**src/rtl/display_scan_decoder_if.sv**
```systemverilog
// Scanned seven-segment drive lines and the reconstructed frame outputs.
interface display_scan_decoder_if;
  logic [7:0]  an;
  logic [7:0]  dec_ddp;
  logic [31:0] digits;
  logic [7:0]  dps;
  logic [7:0]  blanks;
  logic        frame_valid;
  logic        frame_err;

  modport master (
    output an, dec_ddp,
    input  digits, dps, blanks, frame_valid, frame_err
  );

  modport slave (
    input  an, dec_ddp,
    output digits, dps, blanks, frame_valid, frame_err
  );
endinterface

```
**src/rtl/display_scan_decoder.sv**
```systemverilog
// Reconstructs 8 digits from a time-multiplexed seven-segment scan and
// publishes a full frame once every slot has been captured.
module display_scan_decoder #(
  parameter int unsigned STABLE_CYCLES = 4
) (
  input  logic                   clock,
  input  logic                   reset,
  display_scan_decoder_if.slave  bus
);

  localparam int unsigned CNT_W   = (STABLE_CYCLES > 2) ? $clog2(STABLE_CYCLES) : 1;
  localparam logic [CNT_W-1:0] CNT_MAX = CNT_W'(STABLE_CYCLES - 1);

  typedef enum logic {ST_COLLECT, ST_PUBLISH} state_t;

  // Active-low a..g pattern -> {invalid, blank, nibble}
  function automatic logic [5:0] decode_seg(input logic [6:0] seg);
    logic [5:0] res;
    res = 6'b10_0000;
    case (seg)
      7'b0000001: res = 6'h00;
      7'b1001111: res = 6'h01;
      7'b0010010: res = 6'h02;
      7'b0000110: res = 6'h03;
      7'b1001100: res = 6'h04;
      7'b0100100: res = 6'h05;
      7'b0100000: res = 6'h06;
      7'b0001111: res = 6'h07;
      7'b0000000: res = 6'h08;
      7'b0000100: res = 6'h09;
      7'b0001000: res = 6'h0A;
      7'b1100000: res = 6'h0B;
      7'b0110001: res = 6'h0C;
      7'b1000010: res = 6'h0D;
      7'b0110000: res = 6'h0E;
      7'b0111000: res = 6'h0F;
      7'b1111111: res = 6'b01_0000;
      default:    res = 6'b10_0000;
    endcase
    return res;
  endfunction

  state_t           r_state, w_state_nxt;
  logic [7:0]       r_s_an, r_s_seg;
  logic [CNT_W-1:0] r_cnt, w_cnt_nxt;
  logic             r_armed, w_armed_nxt;
  logic [7:0]       r_seen, w_seen_nxt;
  logic             r_err, w_err_acc, w_err_nxt;
  logic [31:0]      r_sh_dig, w_sh_dig;
  logic [7:0]       r_sh_dp, w_sh_dp;
  logic [7:0]       r_sh_blank, w_sh_blank;
  logic [31:0]      r_digits;
  logic [7:0]       r_dps, r_blanks;
  logic             r_frame_valid, r_frame_err;

  logic             w_change, w_capture, w_publish;
  logic [2:0]       w_slot;
  logic [5:0]       w_dec;

  // Stability filter, slot capture and frame sequencing
  always_comb begin
    w_state_nxt = r_state;
    w_change    = (bus.an != r_s_an) || (bus.dec_ddp != r_s_seg);
    w_cnt_nxt   = r_cnt;
    w_armed_nxt = r_armed;
    w_slot      = 3'd0;
    w_dec       = decode_seg(r_s_seg[7:1]);
    w_sh_dig    = r_sh_dig;
    w_sh_dp     = r_sh_dp;
    w_sh_blank  = r_sh_blank;
    w_seen_nxt  = r_seen;
    w_err_acc   = r_err;

    if (w_change)
      w_cnt_nxt = '0;
    else if (r_cnt != CNT_MAX)
      w_cnt_nxt = r_cnt + CNT_W'(1);

    for (int i = 0; i < 8; i++)
      if (!r_s_an[i]) w_slot = 3'(i);

    // Unchanged input means the live lines equal s, so this edge adds one more identical sample
    w_capture = r_armed && !w_change && (w_cnt_nxt == CNT_MAX) && $onehot(~r_s_an);

    if (w_change)
      w_armed_nxt = 1'b1;
    else if (w_capture)
      w_armed_nxt = 1'b0;

    if (w_capture) begin
      w_sh_dig[{w_slot, 2'b00} +: 4] = w_dec[3:0];
      w_sh_dp[w_slot]                = ~r_s_seg[0];
      w_sh_blank[w_slot]             = w_dec[4];
      w_seen_nxt                     = r_seen | (8'h01 << w_slot);
      w_err_acc                      = r_err | w_dec[5];
    end

    case (r_state)
      ST_COLLECT: if (w_capture && (w_seen_nxt == 8'hFF)) w_state_nxt = ST_PUBLISH;
      ST_PUBLISH: w_state_nxt = ST_COLLECT;
      default:    w_state_nxt = ST_COLLECT;
    endcase

    w_publish = (r_state == ST_COLLECT) && (w_state_nxt == ST_PUBLISH);
    w_err_nxt = w_err_acc;
    if (w_publish) begin
      w_seen_nxt = 8'h00;
      w_err_nxt  = 1'b0;
    end
  end

  always_ff @(posedge clock or negedge reset) begin
    if (!reset) r_state <= ST_COLLECT;
    else        r_state <= w_state_nxt;
  end

  always_ff @(posedge clock or negedge reset) begin
    if (!reset) begin
      r_s_an        <= 8'hFF;
      r_s_seg       <= 8'hFF;
      r_cnt         <= '0;
      r_armed       <= 1'b1;
      r_seen        <= 8'h00;
      r_err         <= 1'b0;
      r_sh_dig      <= 32'h0;
      r_sh_dp       <= 8'h00;
      r_sh_blank    <= 8'h00;
      r_digits      <= 32'h0;
      r_dps         <= 8'h00;
      r_blanks      <= 8'h00;
      r_frame_valid <= 1'b0;
      r_frame_err   <= 1'b0;
    end else begin
      r_s_an        <= bus.an;
      r_s_seg       <= bus.dec_ddp;
      r_cnt         <= w_cnt_nxt;
      r_armed       <= w_armed_nxt;
      r_seen        <= w_seen_nxt;
      r_err         <= w_err_nxt;
      r_sh_dig      <= w_sh_dig;
      r_sh_dp       <= w_sh_dp;
      r_sh_blank    <= w_sh_blank;
      r_frame_valid <= w_publish;
      if (w_publish) begin
        r_digits    <= w_sh_dig;
        r_dps       <= w_sh_dp;
        r_blanks    <= w_sh_blank;
        r_frame_err <= w_err_acc;
      end
    end
  end

  assign bus.digits      = r_digits;
  assign bus.dps         = r_dps;
  assign bus.blanks      = r_blanks;
  assign bus.frame_valid = r_frame_valid;
  assign bus.frame_err   = r_frame_err;

endmodule

```
**src/flat_wrapper.sv**
```systemverilog
// flat-port wrapper written by rule: the top's interface ports become plain ports
module display_scan_decoder_flat 
#(
  parameter int unsigned STABLE_CYCLES = 4
)
  (clock, reset, bus_an, bus_dec_ddp, bus_digits, bus_dps, bus_blanks, bus_frame_valid, bus_frame_err);
  display_scan_decoder_if bus_i ();
  input  logic clock;
  input  logic reset;
  input wire logic [$bits(bus_i.an)-1:0] bus_an;
  input wire logic [$bits(bus_i.dec_ddp)-1:0] bus_dec_ddp;
  output wire logic [$bits(bus_i.digits)-1:0] bus_digits;
  output wire logic [$bits(bus_i.dps)-1:0] bus_dps;
  output wire logic [$bits(bus_i.blanks)-1:0] bus_blanks;
  output wire logic [$bits(bus_i.frame_valid)-1:0] bus_frame_valid;
  output wire logic [$bits(bus_i.frame_err)-1:0] bus_frame_err;
  assign bus_i.an = bus_an;
  assign bus_i.dec_ddp = bus_dec_ddp;
  assign bus_digits = bus_i.digits;
  assign bus_dps = bus_i.dps;
  assign bus_blanks = bus_i.blanks;
  assign bus_frame_valid = bus_i.frame_valid;
  assign bus_frame_err = bus_i.frame_err;
  display_scan_decoder #(.STABLE_CYCLES(STABLE_CYCLES)) u_core (.clock(clock), .reset(reset), .bus(bus_i));
endmodule
```
**config.mk**
```make
export PLATFORM = sky130hd
export DESIGN_NAME = display_scan_decoder_flat
export DESIGN_NICKNAME = d
export VERILOG_FILES = /design/src/rtl/display_scan_decoder_if.sv /design/src/rtl/display_scan_decoder.sv /design/src/flat_wrapper.sv
export SDC_FILE = /design/constraint.sdc
export NUM_CORES = 1
export LEC_CHECK = 0
export ABC_AREA = 1
export CORE_UTILIZATION = 60
export CTS_CLUSTER_DIAMETER = 40
export CTS_CLUSTER_SIZE = 24
export DETAILED_ROUTE_END_ITERATION = 16
export PLACE_DENSITY = 0.84
export SLEW_MARGIN = 10
export SYNTH_ARGS = -nofsm -noshare
export SYNTH_HDL_FRONTEND = slang
export SYNTH_SLANG_ARGS = --single-unit
```
**constraint.sdc**
```tcl
create_clock -name clock -period 13.1 [get_ports clock]
set_clock_uncertainty 0.15 [all_clocks]
set_input_delay 2.62 -clock clock [delete_from_list [all_inputs] [get_ports clock]]
set_output_delay 2.62 -clock clock [all_outputs]
set_load 0.02 [all_outputs]
```
After elaboration in Yosys (flattened, before gate mapping). Cells that the tools add are included.

Output and inout bits: 50. Input port bits: 18. Register bits: 127. Logic and storage cells: 92.

Bitwise gates (word level): 5. Add/sub/neg operators: 9. $lt $le $gt $ge: 2. Shift operators: 3. Eq/ne operators: 22. Reductions and logical operators: 10. Mux-type cells: 26.

Operators with widths (number): 6-bit case mux with 17 select lines (1); 7-bit by 6-bit equality test with 1-bit output, second input constant (5); 7-bit equality test, second input constant (5); 32-bit bitwise mux (1); 32-bit 2-to-1 mux (1); 8-bit 2-to-1 mux (4); 4-bit by 7-bit variable shift with 32-bit output, first input constant (1); 4-bit by 7-bit variable part select with 32-bit output (1); 8-bit bitwise mux (2); 8-bit inequality test (2); 7-bit by 3-bit equality test with 1-bit output, second input constant (2); 7-bit by 4-bit equality test with 1-bit output, second input constant (2); 4-bit adder (3); 3-bit 2-to-1 mux (4); 1-bit by 1-bit adder with 2-bit output (4); 8-bit equality test, second input constant (1); 2-bit 2-to-1 mux (4); 8-bit NOT (1); 8-bit bitwise OR (1); 1-bit by 3-bit << shifter with 8-bit output, first input constant (1); 7-bit by 1-bit equality test with 1-bit output, second input constant (1); 7-bit by 5-bit equality test with 1-bit output, second input constant (1); 7-bit logical NOT (1); 1-bit 2-to-1 mux (7); 15 further kinds (21).

Depth between registers and ports, before layout.
Word-level depth: 16. Gate-level depth with buffers: 19. Gate-level depth less buffers: 18.

Worst setup path after synthesis. No wires, ideal clock.

Path type: input to register. From: input bus_dec_ddp[7]. To: register u_core.r_err. Data required time: 12.831 ns. Setup time: 0.119 ns. Cell stages on the path: 12. Path buffers: 2. Arrival time: 3.994 ns. Slack: 8.837 ns. Path through: xor2_1 > nor2_1 > nand2_1 > nor2_1 > buf_4 > nand4_1 > nand2_1 > nand2_1 > nor2_2 > nand3_2 > buf_2 > and2_1.

Cells in the longest elaborated chain, start to end: 13. Elaborated cells on any way between the ends: 16. Classes of those cells: eq/ne: 3; mux: 6; reduce/logical: 7.

Ends and longest elaborated chain: from (decl) (RTL line flat_wrapper.sv:11) `input wire logic [$bits(bus_i.dec_ddp)-1:0] bus_dec_ddp;`; 8-bit inequality test * (RTL line display_scan_decoder.sv:63) `w_change = (bus.an != r_s_an) || (bus.dec_ddp != r_s_seg);`; 1-bit logical OR * (RTL line display_scan_decoder.sv:63); 2-bit 2-to-1 mux / 1-bit logical NOT (equally long branches) (RTL line display_scan_decoder.sv:74, display_scan_decoder.sv:83); 2-bit equality test / 1-bit logical AND (equally long branches) (RTL line display_scan_decoder.sv:83) `w_capture = r_armed && !w_change && (w_cnt_nxt == CNT_MAX) && $onehot(~r_s_an);`; 1-bit logical AND * (2 in a row) (RTL line display_scan_decoder.sv:83); 8-bit 2-to-1 mux (RTL line display_scan_decoder.sv:90) `if (w_capture) begin`; 8-bit equality test (RTL line display_scan_decoder.sv:99) `ST_COLLECT: if (w_capture && (w_seen_nxt == 8'hFF)) w_state_nxt = ST_PUBLISH;`; 1-bit logical AND (RTL line display_scan_decoder.sv:99); 1-bit 2-to-1 mux (RTL line display_scan_decoder.sv:99); 1-bit case mux with 2 select lines (RTL line display_scan_decoder.sv:98) `case (r_state)`; 1-bit logical AND (RTL line display_scan_decoder.sv:104) `w_publish = (r_state == ST_COLLECT) && (w_state_nxt == ST_PUBLISH);`; 1-bit 2-to-1 mux * (RTL line display_scan_decoder.sv:106) `if (w_publish) begin`; via u_core.w_err_nxt (RTL line display_scan_decoder.sv:48) `logic r_err, w_err_acc, w_err_nxt;`; to (signal assigned) (RTL line display_scan_decoder.sv:139) `r_err <= w_err_nxt;`; to (decl) (RTL line display_scan_decoder.sv:48).

Mark *: on every way through the listed nets, which the timed path passes. The rest lies on a longest branch. A chain may end at the register's enable or synchronous reset.

Worst setup path after layout.
From: input bus_dec_ddp[6]. To: register u_core.r_seen[7].

Cells in the longest elaborated chain, start to end: 13. Elaborated cells on any way between the ends: 15. Classes of those cells: eq/ne: 3; mux: 5; reduce/logical: 7.

Ends and longest elaborated chain: 8-bit inequality test * (RTL line display_scan_decoder.sv:63); 1-bit logical OR * (RTL line display_scan_decoder.sv:63); 2-bit 2-to-1 mux / 1-bit logical NOT (equally long branches) (RTL line display_scan_decoder.sv:74, display_scan_decoder.sv:83); 2-bit equality test / 1-bit logical AND (equally long branches) (RTL line display_scan_decoder.sv:83); 1-bit logical AND * (2 in a row) (RTL line display_scan_decoder.sv:83); 8-bit 2-to-1 mux (RTL line display_scan_decoder.sv:90); 8-bit equality test (RTL line display_scan_decoder.sv:99); 1-bit logical AND * (RTL line display_scan_decoder.sv:99); 1-bit 2-to-1 mux * (RTL line display_scan_decoder.sv:99); 1-bit case mux with 2 select lines * (RTL line display_scan_decoder.sv:98); 1-bit logical AND * (RTL line display_scan_decoder.sv:104); via u_core.w_publish (RTL line display_scan_decoder.sv:56) `logic w_change, w_capture, w_publish;`; 8-bit 2-to-1 mux * (RTL line display_scan_decoder.sv:106); via u_core.w_seen_nxt[7] (RTL line display_scan_decoder.sv:47) `logic [7:0] r_seen, w_seen_nxt;`; to (signal assigned) (RTL line display_scan_decoder.sv:138) `r_seen <= w_seen_nxt;`; to (decl) (RTL line display_scan_decoder.sv:47).

Marks and branches as above.

==> impl_metrics.tcl <==
set metrics [dict create \
    drt-total-wl_mm 14.9 \
    fp.coreArea_sq_um 9860 \
    relSlewSlack 0.278 \
    clockBufferDepth 2 \
    area_delta_synth_final_pct 20.6 \
    crit_path_frequent_cell "nand2_1" \
    tns_ns 0 \
    cts_setup_buffers 0 \
    worstHoldPathType "flop to flop" \
    die_x_um 103 \
    p_leak_nw 4.11 \
    drtIter0Drc 417 \
    port_buffers 67 \
    placedCellCount 962 \
    final_cell_mix "nand2_1, dfrtp_1, nor2_1, clkdlybuf4s50_1, inv_1" \
    outcome "completed" \
    synth_top_family_by_area "simple AND/OR/NAND/NOR gates" \
    ys_warn_count 0 \
    cts_resized 0 \
    die-area_sq_um 10700 \
    timing.fmax_mhz 149 \
    reg2reg_from "u_core.r_s_an[7]" \
    drc_errors 0 \
    crit_chain "clkdlybuf4s50_1 -> inv_1 -> nand2_1 -> nand2_1 -> nor2_1 -> nand2_1 -> nor2_1 -> nand4_1 -> nand2_1 -> nand2_1 -> nor2_4 -> nand3_2 -> inv_2 -> nor2_1" \
    synth_compound_area_frac 0.00587 \
    rows 36 \
    final_cells 994 \
    vias_per_cell 5.55 \
    max-vdd-ir-drop_mv 0.0834 \
    cp_data_arrival_time_ns 6.94 \
    start_util 0.626 \
    cts_tree "yes" \
    setup.worst_path.class "primary input to flop" \
    n_antenna_cell 0 \
    hold_depth 1 \
    p_sw_w 0.000218 \
    p_seq_frac 0.446 \
    hold_viol 0 \
    power_density_nw_per_um2 120 \
    internal_power_w 0.000674 \
    dp_hpwl_mm 9.70 \
    cts_max_level 4 \
    die_y_um 103 \
    layout-drive-gt1-share 0.0801 \
    syn_avg_cell_area_sq_um 7.86 \
    regToRegEndpoint "u_core.r_seen[7]" \
    r2r_setup_slack_ns 6.65 \
    worst_ep_required_time_ns 13.34 \
    cp-end-kind "flop" \
    worstSkewPairLatency_ns 0.52 \
    min_from "u_core.r_cnt[0]" \
    path_max_fanout 51 \
    synth-simple-area-share 0.370 \
    synth-edff-count 0 \
    pwr-share-clk 0.495 \
    grt_pass1_vias 5222 \
    clkSinkCount 126 \
    cpMaxStageDelayCell "nand3_2" \
    antenna_found_initial 0 \
    drv_cap 0 \
    cts-root-buf "clkbuf_8" \
    grt_max_degree 83 \
    final_common_cell "nand2_1" \
    grt_pass1_wl_mm 24.7 \
    synth_cells 786 \
    finalCritPeriodShare 0.511 \
    setup_viol 0 \
    min_period_ns 6.70 \
    synth_nets 822 \
    synth_xor_area_frac 0.00142 \
    seq_area_frac_synth 0.514 \
    ant_nets 0 \
    slew_violations 0 \
    rsz0062_at_grt "false" \
    cp-start-kind "primary input" \
    pin_count 68 \
    cts_buffers 17 \
    swShare 0.244 \
    asyncSetResetFlopFracSynth 1.00 \
    power_frac_comb 0.060 \
    finalNetCount 884 \
    synth-main-ff-cell "dfrtp_1" \
    ctsHoldBuffers 0 \
    synth_cell_types 27 \
    synth_fa_ha_area_frac 0.0413 \
    dr.pass1.iters 6 \
    synthesis.area_sq_um 6180 \
    worst_slew_pin_slew_ns 1.08 \
    grt_use_total 0.306 \
    r2r_cells 18 \
    vias 5516 \
    place_congestion 0.949 \
    drt-wirelength-per-cell_um 15.0 \
    clk_pin_slew_ns 0.06 \
    whs_endpoint "u_core.r_cnt[0]" \
    synthMuxAreaShare 0 \
    max_stage_delay_ns 1.07 \
    ys_ff_latch 126 \
    gr-total-overflow 0 \
]
## synth_stat cells (3+ instances only)
library cell	instances	area, sq um
buf_2	15	75.1
buf_4	6	45.0
clkbuf_1	5	18.8
dfrtp_1	109	2730
dfstp_2	17	447
fa_1	4	80.1
ha_1	14	175
inv_1	63	236
inv_2	7	26.3
nand2_1	334	1250
nand3_1	57	285
nand3_2	3	30.0
nand4_1	60	375
nor2_1	75	282
## kinds of logic after synthesis
family | Yosys count
and+or+nand+nor | 537
DFF | 126
buffers and inverters | 99
adders and majority gates | 18
AOI/OAI and AO/OA | 5
xor gates and xnor gates | 1
## how the worst max path moves through the flow
stage	to	start	cells past startpoint	slack [ns]
floorplan	u_core.r_err	bus_dec_ddp[7]	12	8.84
global placement	u_core.r_seen[0]	bus_dec_ddp[6]	14	6.22
detailed placement	u_core.r_seen[7]	bus_dec_ddp[6]	14	5.89
CTS	u_core.r_seen[7]	bus_dec_ddp[6]	14	6.35
global route	u_core.r_seen[7]	bus_dec_ddp[6]	14	5.86
finish	u_core.r_seen[7]	bus_dec_ddp[6]	14	6.40
## final cells by class
| type | instances | area (sq um) |
|---|---|---|
| Clock inverter | 12 | 113 |
| Multi-Input combinational cell | 561 | 2590 |
| Fill cell | 677 | 2410 |
| Timing Repair Buffer | 70 | 691 |
| Clock buffer | 20 | 445 |
| Sequential cell | 126 | 3170 |
| Inverter | 72 | 270 |
| Tap cell | 133 | 166 |
## critical path, delay by kind of cell
| kind | cells | cell delay, ns |
|---|---|---|
| AND/OR/NAND/NOR | 11 | 3.25 |
| buffers and inverters | 3 | 1.05 |
## metrics by stage
stage	hold slack, ns	power, W	utilization	setup slack (ns)	area (sq um)
final	0.305	0.000892	0.755	6.40	7450
after global routing	0.325	0.000920	0.755	5.86	7450
after CTS	0.311	0.000892	0.755	6.35	7450
after detailed placement	0.292	0.000456	0.699	5.89	6890
after global placement	0.283	0.000453	0.699	6.22	6890
after floorplan	0.269	0.000433	-	8.84	6180
## power groups by stage
stage               sequential [W]  clock [W]  combinational, W
floorplan                 0.000403          0         0.0000299
global placement          0.000404          0         0.0000491
detailed placement        0.000404          0         0.0000524
CTS                       0.000397   0.000442         0.0000531
global route              0.000398   0.000461         0.0000610
finish                    0.000397   0.000441         0.0000532
## per-layer routing
| layer | track usage | share of wire |
|---|---|---|
| met3 | 0.0497 | 0.058 |
| met4 | 0.129 | 0.024 |
| met2 | 0.497 | 0.49 |
| met1 | 0.413 | 0.43 |
| met5 | 0 | 0 |
Note: power is estimated with default switching activity, not from simulation.
